## config.mk

```make
export PLATFORM = sky130hd
export DESIGN_NAME = cache_controller
export DESIGN_NICKNAME = d
export VERILOG_FILES = /design/src/rtl/cache_controller.sv
export SDC_FILE = /design/constraint.sdc
export NUM_CORES = 1
export LEC_CHECK = 0
export CAP_MARGIN = 20
export CORE_ASPECT_RATIO = 0.9
export CORE_MARGIN = 2
export CORE_UTILIZATION = 40
export DETAILED_ROUTE_END_ITERATION = 16
export GPL_TIMING_DRIVEN = 1
export PLACE_DENSITY = 0.91
export SLEW_MARGIN = 25
export SYNTH_ARGS = -nofsm -noshare
export SYNTH_HDL_FRONTEND = slang
export SYNTH_SLANG_ARGS = --single-unit
export TNS_END_PERCENT = 10
```

## constraint.sdc

```tcl
create_clock -name clk -period 3.1 [get_ports clk]
set_clock_uncertainty 0.2 [all_clocks]
set_input_delay 0.31 -clock clk [delete_from_list [all_inputs] [get_ports clk]]
set_output_delay 0.31 -clock clk [all_outputs]
set_load 0.02 [all_outputs]
```

## src/rtl/cache_controller.sv

```systemverilog
// cache_controller: sequences CPU read/write requests through a set-associative
// cache and a backing memory.
// Reads that miss fetch the word from memory and load it into the cache.
// All writes go through to memory.
// Hit and miss counters are kept and saturate at all-ones.
//
// Build option WRITE_ALLOCATE_EN:
//   - defined: a write miss is followed by a FILL that loads the write data
//     into the cache.
//   - undefined (default): a write miss leaves the cache unchanged.
module cache_controller #(
    parameter int TAGLENGTH   = 8,
    parameter int INDEXLENGTH = 6,
    parameter int DATALENGTH  = 32,
    parameter int CNTLENGTH   = 16
) (
    input  logic                             clk,
    input  logic                             reset,
    input  logic                             cpu_req,
    input  logic                             cpu_we,
    input  logic [TAGLENGTH+INDEXLENGTH-1:0] cpu_addr,
    input  logic [DATALENGTH-1:0]            cpu_wdata,
    output logic                             cpu_ready,
    output logic                             cpu_done,
    output logic [DATALENGTH-1:0]            cpu_rdata,
    output logic [TAGLENGTH-1:0]             cache_tag,
    output logic [INDEXLENGTH-1:0]           cache_index,
    output logic                             cache_re,
    output logic                             cache_we,
    output logic                             cache_loade,
    output logic [DATALENGTH-1:0]            cache_datain,
    input  logic                             cache_hit,
    input  logic [DATALENGTH-1:0]            cache_dataout,
    output logic                             mem_req,
    output logic                             mem_we,
    output logic [TAGLENGTH+INDEXLENGTH-1:0] mem_addr,
    output logic [DATALENGTH-1:0]            mem_wdata,
    input  logic                             mem_ack,
    input  logic [DATALENGTH-1:0]            mem_rdata,
    output logic [CNTLENGTH-1:0]             hit_count,
    output logic [CNTLENGTH-1:0]             miss_count
);

    localparam int ADDRLENGTH = TAGLENGTH + INDEXLENGTH;

    typedef enum logic [2:0] {
        S_IDLE,
        S_LOOKUP,
        S_CHECK,
        S_MEM_RD,
        S_MEM_WR,
        S_FILL,
        S_RESP
    } state_t;

    state_t                  state_q, state_d;
    logic [ADDRLENGTH-1:0]   addr_q, addr_d;
    logic                    we_q, we_d;
    logic [DATALENGTH-1:0]   wdata_q, wdata_d;
    logic [DATALENGTH-1:0]   rdata_q, rdata_d;
    logic                    done_q, done_d;
    logic [CNTLENGTH-1:0]    hit_cnt_q, hit_cnt_d;
    logic [CNTLENGTH-1:0]    miss_cnt_q, miss_cnt_d;
`ifdef WRITE_ALLOCATE_EN
    logic                    hit_q, hit_d;
`endif

    // State and datapath registers, cleared by the synchronous reset
    always_ff @(posedge clk) begin
        if (reset) begin
            state_q    <= S_IDLE;
            addr_q     <= '0;
            we_q       <= 1'b0;
            wdata_q    <= '0;
            rdata_q    <= '0;
            done_q     <= 1'b0;
            hit_cnt_q  <= '0;
            miss_cnt_q <= '0;
`ifdef WRITE_ALLOCATE_EN
            hit_q      <= 1'b0;
`endif
        end else begin
            state_q    <= state_d;
            addr_q     <= addr_d;
            we_q       <= we_d;
            wdata_q    <= wdata_d;
            rdata_q    <= rdata_d;
            done_q     <= done_d;
            hit_cnt_q  <= hit_cnt_d;
            miss_cnt_q <= miss_cnt_d;
`ifdef WRITE_ALLOCATE_EN
            hit_q      <= hit_d;
`endif
        end
    end

    // Next-state selection for the request sequencer
    always_comb begin
        state_d = state_q;
        case (state_q)
            S_IDLE:   if (cpu_req) state_d = S_LOOKUP;
            S_LOOKUP: state_d = S_CHECK;
            S_CHECK: begin
                if (we_q)           state_d = S_MEM_WR;
                else if (cache_hit) state_d = S_RESP;
                else                state_d = S_MEM_RD;
            end
            S_MEM_RD: if (mem_ack) state_d = S_FILL;
            S_MEM_WR: begin
                if (mem_ack) begin
`ifdef WRITE_ALLOCATE_EN
                    state_d = hit_q ? S_RESP : S_FILL;
`else
                    state_d = S_RESP;
`endif
                end
            end
            S_FILL:   state_d = S_RESP;
            S_RESP:   state_d = S_IDLE;
            default:  state_d = S_IDLE;
        endcase
    end

    // Request latch, read-data capture, done pulse and saturating statistics
    always_comb begin
        addr_d     = addr_q;
        we_d       = we_q;
        wdata_d    = wdata_q;
        rdata_d    = rdata_q;
        done_d     = (state_d == S_RESP);
        hit_cnt_d  = hit_cnt_q;
        miss_cnt_d = miss_cnt_q;
`ifdef WRITE_ALLOCATE_EN
        hit_d      = hit_q;
`endif
        case (state_q)
            S_IDLE: begin
                if (cpu_req) begin
                    addr_d  = cpu_addr;
                    we_d    = cpu_we;
                    wdata_d = cpu_wdata;
                end
            end
            S_CHECK: begin
`ifdef WRITE_ALLOCATE_EN
                hit_d = cache_hit;
`endif
                if (cache_hit) begin
                    if (!we_q) rdata_d = cache_dataout;
                    if (hit_cnt_q != {CNTLENGTH{1'b1}})
                        hit_cnt_d = hit_cnt_q + CNTLENGTH'(1);
                end else begin
                    if (miss_cnt_q != {CNTLENGTH{1'b1}})
                        miss_cnt_d = miss_cnt_q + CNTLENGTH'(1);
                end
            end
            S_MEM_RD: if (mem_ack) rdata_d = mem_rdata;
            default: ;
        endcase
    end

    // Strobes and handshakes decoded from the current state
    always_comb begin
        cpu_ready    = (state_q == S_IDLE);
        cache_re     = (state_q == S_LOOKUP) && !we_q;
        cache_we     = (state_q == S_LOOKUP) && we_q;
        cache_loade  = (state_q == S_FILL);
        cache_datain = ((state_q == S_FILL) && !we_q) ? rdata_q : wdata_q;
        mem_req      = (state_q == S_MEM_RD) || (state_q == S_MEM_WR);
        mem_we       = (state_q == S_MEM_WR);
        cpu_done     = done_q;
        cpu_rdata    = rdata_q;
        cache_tag    = addr_q[ADDRLENGTH-1:INDEXLENGTH];
        cache_index  = addr_q[INDEXLENGTH-1:0];
        mem_addr     = addr_q;
        mem_wdata    = wdata_q;
        hit_count    = hit_cnt_q;
        miss_count   = miss_cnt_q;
    end

endmodule

```

* Word level (Yosys, flattened, before mapping) *
Index checks and enable logic that the tools add are counted.

cells by class
  muxes and demuxes = 11
  eq/ne operators = 11
  reduce and logical (&&, ||, !) cells = 11
  bitwise gates (word level) = 1
  add/sub/neg operators = 2

operators with widths
  kind                                            count
  2-to-1 mux 32 bit                               4
  case mux 32 bit (2 select lines)                1
  adder 16 x 1 -> 16 bit (second input constant)  2
  != test 16 bit (second input constant)          2
  case mux 3 bit (6 select lines)                 1
  2-to-1 mux 3 bit                                5
  == test 3 bit (second input constant)           3
  == test 3 x 2 -> 1 bit (second input constant)  2
  != test 2 bit (second input constant)           3
  AND reduction 3 bit                             2
  AND reduction 4 bit                             1
  == test 3 x 1 -> 1 bit (second input constant)  1
  logical AND 1 bit                               3
  zero test 3 bit                                 1
  AND reduction 2 bit                             1
  nonzero test 2 bit                              1
  zero test 1 bit                                 1
  logical OR 1 bit                                1
  inverter 1 bit                                  1

storage, ports and cells
  bits of input ports = 116
  output and inout bits = 163
  bits in registers = 115

* Logic depth before layout (Yosys ltp) *
  depth after elaboration = 4
  gate-level depth with buffers = 7
  gate-level depth less buffers = 5

* Worst setup path after synthesis *
Ideal clock, no wire load.

  path type = register to output
  start point = register state_q[0]
  end point = output cache_we
  data arrival time = 1.944 ns
  buffers on the path = 3
  data required time = 2.590 ns
  stages on the path, launching flop included = 5
  path slack = 0.646 ns
  path through = dfxtp_1 -> clkbuf_1 -> buf_1 -> clkbuf_1 -> nor4bb_1

between the ends
  longest elaborated chain between the ends = 2

ends and longest elaborated chain
  item                    RTL line  RTL
  start, declared         56        state_t state_q, state_d;
  start signal, assigned  83        state_q <= state_d;
  == test 3 x 1 -> 1 bit  166       cache_we = (state_q == S_LOOKUP) && we_q;
  logical AND 1 bit       166
  end, declared           29        output logic cache_we,

Every way passes these cells.

* Worst setup path after layout *
  start point = register state_q[2]
  end point = output cache_datain[3]

between the ends
  longest elaborated chain between the ends = 3

ends and longest elaborated chain
  item               RTL line  RTL
  == test 3 bit      168       cache_datain = ((state_q == S_FILL) && !we_q) ? rdata_q : wdata_q;
  logical AND 1 bit  168
  2-to-1 mux 32 bit  168
  end, declared      31        output logic [DATALENGTH-1:0] cache_datain,

Every way passes these cells.

==> out/results.txt <==
Crit Path Category: flop to primary output
Sequential Area: 0.00230 mm2
Synth Warn #: 0
initial antenna violation count: 1
synthesis-stage register bit count: 115
outcome: finished, final reports clean
PwrDens: 580 mW/mm2
register area share after synthesis: 0.428
Skew-Pair Late Insertion Delay: 410 ps
vias in the first global route: 5,863
H-tree depth: 4
largest net degree at the start of global routing: 45
slowest CP cell: clkdlybuf4s50_1
hpwl dp: 14,000 um
wire length on met2: 9430 um
first-pass GRT wire length: 30,000 um
area leader, netlist: dfxtp_1
Longest Clk Path Bufs: 2
Hold WC Path Type: input pin to flop
Critical Path Sink: cache_datain[3]
Setup crit end kind: primary output
syn_area_per_cell: 8.02 um2
Critical Path Start: state_q[2]$_SDFF_PP0_
Max Used Layer: met4
# IOs: 279
RSZ-0062 raised after global routing: no
grt total ovfl: 0
GPL Wtd Cong: 0.851
Core Rows: 40
Die Y: 114 um
Reg2Reg Capture Point: miss_count[15]$_SDFFE_PP0P_
clock share of power: 0.387
EDFF count, synth: 0
DR vias/cell: 5.56
port bufs: 278
length of the first detailed-routing pass in iterations: 5
nets: 1,038
Routed WL per cell: 17.6 um
multi-input combinational cell area: 0.00277 mm2
total CTS buffers: 17
final hold slack: 139 ps
dominant cells by area after synthesis: dfxtp_1 (43%), nand2_1 (9.8%), a21oi_1 (7.2%)
gr usage total: 0.264
sw frac: 0.303
Critical Path, Cell by Cell: nor2b_1, and2_1, nor2b_4, buf_12, mux2_2, clkdlybuf4s50_1
share of layout cells above drive strength 1: 0.0965
Stages on worst setup path: 6
CP delay by family, top: buffers and inverters
initial core utilization: 0.406
cell count after synthesis: 671
CORE AREA: 0.0133 mm2
Tot Pwr: 5.16 mW
fmax: 338 MHz
most frequent cells in the layout: clkdlybuf4s50_1 (271), nand2_1 (139), dfxtp_1 (114)
placed insts: 1,069
Hold Crit Depth: 2
Max Transition Viols Final: 0
max_slew headroom: 0.517
Mapped Nets: 789
Sequential Power Share: 0.336
Met3 Wirelength: 1770 um
WL met1: 7590 um
CTS root buf: clkbuf_16
Least-Margin Pin Slew: 720 ps
Die ar.: 0.0144 mm2
WP data required: 2590 ps
r2r setup slk: 630 ps
share of Yosys cell area claimed by the top area cell type: 0.428
Worst Setup Start Kind: flop
total number of vias: 6,124
Area Growth Syn to Fin: 65.3%
Setup-failing EPs final: 0
commonest non-fill, non-tap cell in the layout: clkdlybuf4s50_1
Post-Layout Cell Count: 1,101
R2R Path Start: state_q[2]$_SDFF_PP0_
Hold Fails Final Rpt: 0
Pint: 3.59 mW
FFs w/ async S/R, synth: 0
CTS clk-pin slew, worst paths: 50 ps
DIE WIDTH: 126 um
setup TNS: 0 ps
# Max-Cap Violations: 0
# fillers: 1,036
Bufs and invs on worst path: 2
clk sink count: 115
crit-path max FO: 32
post-route ant nets: 0
Gate power share: 0.277
drt total wl: 19,400 um
CP peak stage delay: 540 ps
Critical Path AT: 2450 ps
CTS tree: done
period utilization: 0.953
worst-case reg-to-reg path depth: 5
antenna cells: 0
DR iter-0 viols: 466
Synth Flop Type: dfxtp_1
maximum VDD drop: 0.444 mV
Final Util: 0.670
Tmin final: 2960 ps
switching pwr: 1.56 mW
Synth cell types: 41
Leakage: 3.17 nW
postcts setup bufs: 0
synthesized area: 0.00538 mm2
DR DRC count: 0
-- power groups by stage --
stage | Clock, mW | Sequential, mW | Combinational, mW
floorplan | 0 | 1.87 | 0.587
global placement | 0 | 1.75 | 1.40
detailed placement | 0 | 1.76 | 1.42
CTS | 2.01 | 1.73 | 1.43
global route | 2.09 | 1.75 | 1.52
finish | 2.00 | 1.73 | 1.43
-- timing repair --
item                       CTS  global route
gates resized for setup      0             6
hold buffers                 0             0
setup endpoints to repair    0             6
-- layer usage --
layer,GRT usage,up-vias
li1,-,2901
met1,0.305,2860
met2,0.437,325
met3,0.0971,38
met4,0.122,0
met5,0,-
-- worst register-to-register path: cells and delay by family, from the launching register on --
| family | cells | cell delay (ps) |
|---|---|---|
| AND/OR/NAND/NOR | 3 | 1550 |
| flip-flops | 1 | 310 |
| AO/OA/AOI/OAI | 1 | 150 |
| buffers and inverters | 1 | 190 |
-- cell type report --
type                       instances  share of cell area
clock buffer                      21              0.0529
clock inverter                    11              0.0149
inverter                           8             0.00338
multi-input combinational        481               0.312
sequential                       115               0.259
tap                              168              0.0236
timing repair buffer             297               0.335
-- worst min-delay path by stage --
stage / from / to / slack [ps]
finish: reset / state_q[1]$_SDFF_PP0_ / 140
global route: reset / hit_count[4]$_SDFFE_PP0P_ / 170
CTS: reset / state_q[1]$_SDFF_PP0_ / 120
detailed placement: mem_addr[5]$_SDFFE_PP0P_ / mem_addr[5]$_SDFFE_PP0P_ / 260
global placement: mem_wdata[15]$_SDFFE_PP0P_ / mem_wdata[15]$_SDFFE_PP0P_ / 250
floorplan: cpu_we / we_q$_SDFFE_PP0P_ / 250
-- state kept, by name, summed over array words and instances (netlist names) --
register	flops
hit_count	16
state_q	3
we_q	1
mem_addr	14
cpu_rdata	32
mem_wdata	32
miss_count	16
cpu_done	1
-- synth_stat cells (11+ instances only) --
library cell	count
buf_4	14
or3_1	16
dfxtp_1	115
clkbuf_1	45
nand2_1	140
nand3_1	40
or4_1	14
nor2_1	41
a311oi_1	32
nand4_1	11
a21oi_1	77
o31ai_1	14
mux2_2	31
o21ai_0	12
-- through the flow --
stage	worst slack [ps]	cell area, um2
final	145	8890
after global routing	2.43	8890
after CTS	101	8880
after detailed placement	302	8270
after global placement	331	8270
after floorplan	646	5380
-- cell families after synthesis --
family	Yosys count	synth area share
mux	34	0.0712
fa+ha+maj	2	0.00465
compound gates	148	0.173
buf+inv	75	0.0626
flops	115	0.428
simple gates	297	0.261
No activity file was read; power rests on OpenSTA's default activity.
